File: config.mk
export PLATFORM = sky130hd
export DESIGN_NAME = mips32_prog_loader
export DESIGN_NICKNAME = d
export VERILOG_FILES = /design/src/rtl/mips32_prog_loader.sv
export SDC_FILE = /design/constraint.sdc
export NUM_CORES = 1
export LEC_CHECK = 0
export BUFFER_PORTS_ARGS = -buffer_cell sky130_fd_sc_hd__clkbuf_2
export CAP_MARGIN = 20
export CORE_ASPECT_RATIO = 1.25
export CORE_MARGIN = 4
export CORE_UTILIZATION = 60
export CTS_CLUSTER_DIAMETER = 150
export DETAILED_ROUTE_END_ITERATION = 10
export GPL_ROUTABILITY_DRIVEN = 1
export GPL_TIMING_DRIVEN = 1
export PLACE_DENSITY_LB_ADDON = 0.08
export SYNTH_ARGS = -nofsm -noshare
export SYNTH_HDL_FRONTEND = slang
export SYNTH_SLANG_ARGS = --single-unit
File: constraint.sdc
create_clock -name clk1 -period 5.7 [get_ports clk1]
set_clock_uncertainty 0.1 [all_clocks]
set_input_delay 0.57 -clock clk1 [delete_from_list [all_inputs] [get_ports clk1]]
set_output_delay 0.57 -clock clk1 [all_outputs]
set_load 0.005 [all_outputs]
File: src/rtl/mips32_prog_loader.sv
// Boot-path program loader for the pipelined MIPS32 core: receives a header plus image words
// over valid/ready, writes them through one memory port, then clears the PC and releases the core.
module mips32_prog_loader #(
   parameter int          ADDR_W    = 10,
   parameter logic [31:0] HALT_WORD = 32'hfc000000
) (
   input  logic              clk1,
   input  logic              rst_n,
   input  logic              start,
   input  logic              in_valid,
   input  logic [31:0]       in_data,
   input  logic              in_last,
   output logic              in_ready,
   output logic              mem_we,
   output logic [ADDR_W-1:0] mem_addr,
   output logic [31:0]       mem_wdata,
   output logic              cpu_pc_clr,
   output logic              cpu_run,
   output logic              busy,
   output logic              err_len,
   output logic              no_halt,
   output logic [15:0]       words_loaded
);

   typedef enum logic [2:0] {IDLE, HDR, LOAD, RELEASE, RUN, ERR} state_e;

   state_e              state_q, state_d;
   logic                in_ready_q, in_ready_d;
   logic                mem_we_q, mem_we_d;
   logic [ADDR_W-1:0]   mem_addr_q, mem_addr_d;
   logic [31:0]         mem_wdata_q, mem_wdata_d;
   logic                err_len_q, err_len_d;
   logic                no_halt_q, no_halt_d;
   logic                halt_seen_q, halt_seen_d;
   logic [15:0]         words_loaded_q, words_loaded_d;
   logic [ADDR_W-1:0]   base_q, base_d;
   logic [15:0]         len_q, len_d;
   logic [15:0]         idx_q, idx_d;

   logic fire;
   logic can_start;
   logic hdr_len_zero;
   logic last_idx;

   assign fire         = in_valid && in_ready_q;
   assign can_start    = start && (state_q == IDLE || state_q == RUN || state_q == ERR);
   assign hdr_len_zero = (in_data[15:0] == 16'd0);
   assign last_idx     = (idx_q == len_q - 16'd1);

   // NOTE: async reset clears every flop, so all outputs drop the instant rst_n falls; memory
   // contents live outside this block and are intentionally left as written.
   always_ff @(posedge clk1 or negedge rst_n) begin
      if (!rst_n) begin
         state_q        <= IDLE;
         in_ready_q     <= 1'b0;
         mem_we_q       <= 1'b0;
         mem_addr_q     <= '0;
         mem_wdata_q    <= '0;
         err_len_q      <= 1'b0;
         no_halt_q      <= 1'b0;
         halt_seen_q    <= 1'b0;
         words_loaded_q <= '0;
         base_q         <= '0;
         len_q          <= '0;
         idx_q          <= '0;
      end else begin
         // NOTE: state flops use non-blocking assignment so every flop samples pre-edge values.
         state_q        <= state_d;
         in_ready_q     <= in_ready_d;
         mem_we_q       <= mem_we_d;
         mem_addr_q     <= mem_addr_d;
         mem_wdata_q    <= mem_wdata_d;
         err_len_q      <= err_len_d;
         no_halt_q      <= no_halt_d;
         halt_seen_q    <= halt_seen_d;
         words_loaded_q <= words_loaded_d;
         base_q         <= base_d;
         len_q          <= len_d;
         idx_q          <= idx_d;
      end
   end

   always_comb begin
      // NOTE: defaulting state_d first keeps this block latch-free on every path.
      state_d = state_q;
      unique case (state_q)
         IDLE, RUN, ERR: if (start) state_d = HDR;
         HDR: begin
            if (fire) begin
               if (hdr_len_zero && in_last)       state_d = RELEASE;
               else if (hdr_len_zero || in_last) state_d = ERR;
               else                              state_d = LOAD;
            end
         end
         LOAD: begin
            if (fire) begin
               if (last_idx && in_last)       state_d = RELEASE;
               else if (last_idx || in_last) state_d = ERR;
            end
         end
         RELEASE: state_d = RUN;
         default: state_d = IDLE;
      endcase
   end

   always_comb begin
      mem_we_d       = 1'b0;
      mem_addr_d     = mem_addr_q;
      mem_wdata_d    = mem_wdata_q;
      err_len_d      = err_len_q;
      no_halt_d      = no_halt_q;
      halt_seen_d    = halt_seen_q;
      words_loaded_d = words_loaded_q;
      base_d         = base_q;
      len_d          = len_q;
      idx_d          = idx_q;

      if (can_start) begin
         err_len_d      = 1'b0;
         words_loaded_d = '0;
         halt_seen_d    = 1'b0;
      end

      if (state_q == HDR && fire) begin
         base_d = in_data[16+ADDR_W-1:16];
         len_d  = in_data[15:0];
         idx_d  = '0;
      end

      if (state_q == LOAD && fire) begin
         mem_we_d       = 1'b1;
         mem_addr_d     = base_q + idx_q[ADDR_W-1:0];
         mem_wdata_d    = in_data;
         idx_d          = idx_q + 16'd1;
         words_loaded_d = words_loaded_q + 16'd1;
         if (in_data == HALT_WORD) halt_seen_d = 1'b1;
      end

      if (state_d == ERR && state_q != ERR) err_len_d = 1'b1;
      if (state_q == RELEASE)               no_halt_d = !halt_seen_q;

      // Ready trails entry into HDR by one edge and drops on the edge that ends the transfer.
      in_ready_d = (state_q == HDR || state_q == LOAD) && (state_d == HDR || state_d == LOAD);
   end

   always_comb begin
      in_ready     = in_ready_q;
      mem_we       = mem_we_q;
      mem_addr     = mem_addr_q;
      mem_wdata    = mem_wdata_q;
      cpu_pc_clr   = (state_q == RELEASE);
      cpu_run      = (state_q == RUN);
      busy         = (state_q == HDR) || (state_q == LOAD) || (state_q == RELEASE);
      err_len      = err_len_q;
      no_halt      = no_halt_q;
      words_loaded = words_loaded_q;
   end

endmodule

# Word level (Yosys, flattened, before mapping)
# Index checks and enable logic that the tools add are counted.
# W data, S select, Z words.
[totals] reg_bits=108 latch_bits=0 mem_bits_rw=0 rom_bits=0 inputBits=37 elab_cells=67 mem_count=0
[op_classes] n_addsub=4 mul=0 div_mod_pow=0 n_lt_le_gt_ge=0 eq_ne=11 shifts=0 muxes=18 bitwise_logic=0 reduce_logical=22
[op_table] cell="$mux W16" n=4
[op_table] cell="$add A16 B1 Y16 const B" n=2
[op_table] cell="$eq A32 B32 Y1 const B" n=1
[op_table] cell="$mux W3" n=7
[op_table] cell="$eq A16 B16 Y1" n=1
[op_table] cell="$logic_not A16 Y1" n=1
[op_table] cell="$sub A16 B1 Y16 const B" n=1
[op_table] cell="$pmux W3 S4" n=1
[op_table] cell="$add A10 B10 Y10" n=1
[op_table] cell="$eq A3 B2 Y1 const B" n=3
[op_table] cell="$eq A3 B3 Y1 const B" n=3
[op_table] cell="$logic_and A1 B1 Y1" n=8
[op_table] cell="$logic_or A1 B1 Y1" n=7
[op_table] cell="$eq A3 B1 Y1 const B" n=2
[op_table] cell="$mux W1" n=6
[op_table] cell="$reduce_bool A2 Y1" n=3
[op_table] cell="$logic_not A3 Y1" n=1
[op_table] cell="$ne A3 B3 Y1 const B" n=1
[op_table] cell="$reduce_or A3 Y1" n=1
[op_table] cell="$logic_not A1 Y1" n=1

# Logic depth before layout (Yosys ltp)
[depth] depth_word=10 ltp_mapped=11 depth_no_buf=11

# Worst setup path before layout
# Ideal clock, no wire load.
[synth_path] path_kind="reg-to-reg" from="register len_q[2]" to="register in_ready_q, in the netlist in_ready" arrival_ps=2314 required_time_ps=5533 path_slack_ps=3219 path_stages_with_launch=9 synth_period_minus_slack_ps=2481 path_cell_list="dfrtp_1 nor4_4 nand4_1 mux2i_1 mux2i_1 a21oi_2 nor4_4 mux2i_1 o2111a_1"
[synth_via] elab_chain_len=10
[synth_lines] item="from (decl)" line_no="37" source="logic [15:0] len_q, len_d;"
[synth_lines] item="from (signal assigned)" line_no="78" source="len_q <= len_d;"
[synth_lines] item="$sub A16 B1 Y16 (*)" line_no="48" source="assign last_idx = (idx_q == len_q - 16'd1);"
[synth_lines] item="$eq A16 B16 Y1 (*)" line_no="48"
[synth_lines] item="$logic_or A1 B1 Y1" line_no="98" source="else if (last_idx || in_last) state_d = ERR;"
[synth_lines] item="$mux W3" line_no="98"
[synth_lines] item="$mux W3 (*)" line_no="97" source="if (last_idx && in_last) state_d = RELEASE;"
[synth_lines] item="$mux W3 (*)" line_no="96" source="if (fire) begin"
[synth_lines] item="$pmux W3 S4 (*)" line_no="86" source="unique case (state_q)"
[synth_lines] item="$eq A3 B1 Y1 / $eq A3 B2 Y1 (equally long branches)" line_no="143" source="in_ready_d = (state_q == HDR || state_q == LOAD) && (state_d == HDR || state_d == LOAD);"
[synth_lines] item="$logic_or A1 B1 Y1 (*)" line_no="143"
[synth_lines] item="$logic_and A1 B1 Y1 (*)" line_no="143"
[synth_lines] item="named net in_ready_d" line_no="28" source="logic in_ready_q, in_ready_d;"
[synth_lines] item="to (signal assigned)" line_no="69" source="in_ready_q <= in_ready_d;"
[synth_lines] item="to (decl)" line_no="28"
# The timed path passes the listed nets; every way through them passes the cells marked *.
# A chain may end at the register's enable or synchronous reset.

# Worst setup path after layout
# Ends and elaborated chain as after synthesis.

==> results.md <==
* Cell Pwr Density at between 400 and 500 mW/mm^2
* Row cnt at 38
* Post-DR vias/cell at between 5 and 6
* Layout cells sized above 1 at 0.186
* Commonest cells after routing, fill and taps aside: 217 x nand2_1, 108 x dfrtp_1, 100 x clkbuf_2, 43 x o21ai_0, 28 x nand3_1
* Area grow syn2layout at 14.0%
* CP max stage delay at 0.49 ns
* Storage cell area at about 0.0027 mm^2
* Tcrit/Tclk final at 0.496
* Min Hold Slack at around 0.029 ns
* Critical path peak fanout at 7
* Fmax at around 0.35 GHz
* Count of cell types in the netlist at 56
* Min-delay worst type: in -> async
* Cell Area, Synth at roughly 0.0055 mm^2
* Hold buffers post-CTS at 0
* DRT Pass-1 Iters at 5
* CTS Buf Count at 9
* DR iter-0 viols at approximately 250
* CP Cell Sequence: nor4_4, nand4_1, mux2i_1, mux2i_1, a21oi_2, nor4_4, mux2i_1, o2111a_1
* Largest net degree at the start of global routing at 73
* Slew Viols, Final at 0
* Commonest non-fill, non-tap cell in the layout: nand2_1
* Fraction of registers with async set/reset at 1.00
* Initial antenna violation count at 0
* Relative slew slack at 0.409
* Congestion Overflow GR at 0
* Clock-pin slew on the worst setup and hold paths at 0.10 ns
* Crit path DAT at 3.05 ns
* Yosys reg bits at roughly 110
* N_diodes at 0
* Clk buf depth at 2
* EDFF count, synth at 0
* Ys Warns at 0
* Total die area at roughly 0.011 mm^2
* Starting density of the core at 0.623
* RD Place Congestion at approximately 0.85
* Sequential fraction of the synthesis area at 0.493
* PortBufs at ~100
* Hpwl dp at ~9 mm
* Minimum clock period at 2.83 ns
* Total power at ~2.5 mW
* Post-cts sizing count at 0
* Die width at ~94 um
* Area of the multi-input gates at roughly 0.0026 mm^2
* I/O Pins at roughly 100
* Fill cells at just over 700
* First-pass GRT wire length at 21.9 mm
* Most used cell, CP: mux2i_1
* Clock latency at the later pin of the worst-skew pair at around 0.38 ns
* Slowest-stage cell, CP: dfrtp_1
* Ys flop type: dfrtp_1
* Setup CP Type: reg -> reg
* CORE AREA at 0.00880 mm^2
* RSZ-0062 raised after global routing: no
* Residual DRC count at 0
* # H-tree levels at 3
* Final setup fails at 0
* Total track usage at 0.254
* Wire length per cell at between 15 and 20 um
* Crit path capture type: flop
* Outcome: finished, final reports clean
* TritonCTS clock tree: built
* Max-cap violation count at 0
* Final nets at ~770
* Post-CTS repair timing setup buffer count at 0
* Die height at roughly 110 um
* Pleak at between 3 and 4 nW
* DRT Wirelength at between 10 and 15 mm
* Post-layout util at 0.711
* Final ANT Viol Nets at 0
* Worst-Margin Slew at 0.887 ns
* CTS sink cnt at around 110
* Total number of vias at ~4700
* Final Hold Viols at 0
* Root Buffer: clkbuf_8
* Net count after synthesis at ~680
* Syn Area/Cell at 8.76 um^2
* Vias in the first global route at around 4700
* CP Launch Type: flop
* Peak supply drop at around 0.26 mV
* Crit-path leading delay family: simple AND/OR/NAND/NOR gates
* Fin Setup TNS at 0 ns
* Post-synthesis cell count at approximately 630
* Worst Path Buf+Inv at 0
* CP required at between 5 and 6 ns
==> per-layer routing <==
layer | global-route usage | share of wire | up-vias
li1 | - | - | 2299
met1 | 0.343 | 0.44 | 2262
met2 | 0.410 | 0.48 | 154
met3 | 0.0504 | 0.060 | 15
met4 | 0.0929 | 0.015 | 0
met5 | 0 | 0 | -
==> layout make-up <==
class,count,share of cell area
inverters,13,0.00781
repair buffers,106,0.0873
clock buffers,12,0.0248
clock inverters,4,0.00501
flip-flops and latches,108,0.432
multi-input cells,477,0.419
well taps,120,0.0240
==> Yosys cell counts (3+ instances only) <==
cell type / number / area (um^2)
inv_1: 12 / 45.0
nand3b_1: 3 / 22.5
nand2b_1: 3 / 18.8
nand4_1: 13 / 81.3
a21oi_1: 7 / 35.0
nand2_1: 217 / 815
ha_1: 13 / 163
o211ai_1: 7 / 52.6
nor3_1: 11 / 55.1
mux2i_1: 6 / 60.1
nand3_1: 28 / 140
a21o_1: 5 / 37.5
buf_1: 6 / 22.5
a31oi_1: 6 / 37.5
and3_1: 8 / 50.1
xnor2_1: 21 / 184
dfrtp_1: 108 / 2700
nand4b_1: 3 / 26.3
o31ai_1: 7 / 52.6
xor2_1: 11 / 96.3
nor4_1: 7 / 43.8
o21ai_0: 43 / 215
nor2_1: 23 / 86.3
clkbuf_1: 19 / 71.3
==> cells by family after synthesis <==
group	Yosys count	share of synthesized area
flip-flops	108	0.493
adder cells (fa/ha/maj)	14	0.0333
XOR/XNOR	32	0.0511
AO/OA/AOI/OAI	91	0.104
multiplexers	6	0.0110
AND/OR/NAND/NOR	334	0.277
buffers and inverters	41	0.0310
==> per-stage QoR <==
stage	std cells	worst slack, ns	instance area [um^2]
6_report	840	2.87	6250
5_1_grt	840	2.67	6250
4_1_cts	840	2.87	6250
3_5_place_dp	824	2.89	6060
3_3_place_gp	824	3.04	6060
2_1_floorplan	626	3.22	5480
==> where the power goes <==
part	internal [mW]	total [mW]	switching (mW)
registers	0.993	1.20	0.210
logic	0.393	0.891	0.498
clock network	0.185	0.448	0.263
==> state kept, by name (all words and copies together), names as in the netlist <==
register and cells:
base_q 10, err_len 1, halt_seen_q 1, idx_q 16, in_ready 1, len_q 16
mem_addr 10, mem_wdata 32, mem_we 1, no_halt 1, state_q 3, words_loaded 16
==> path summary, 6_finish.rpt <==
kind | slack (ns) | endpoint | depth (start not counted) | from
setup / recovery | 2.87 | in_ready | 8 | len_q[2]
setup reg to reg | 2.87 | in_ready | 8 | len_q[2]
hold / removal | 0.03 | words_loaded[3] | 1 | rst_n
hold reg to reg | 0.37 | no_halt | 1 | halt_seen_q
max in group asynchronous | 4.20 | state_q[1] | 2 | rst_n
min in group clk1 | 0.30 | mem_wdata[29] | 3 | in_data[29]
Power figures use the tool's default switching activity.
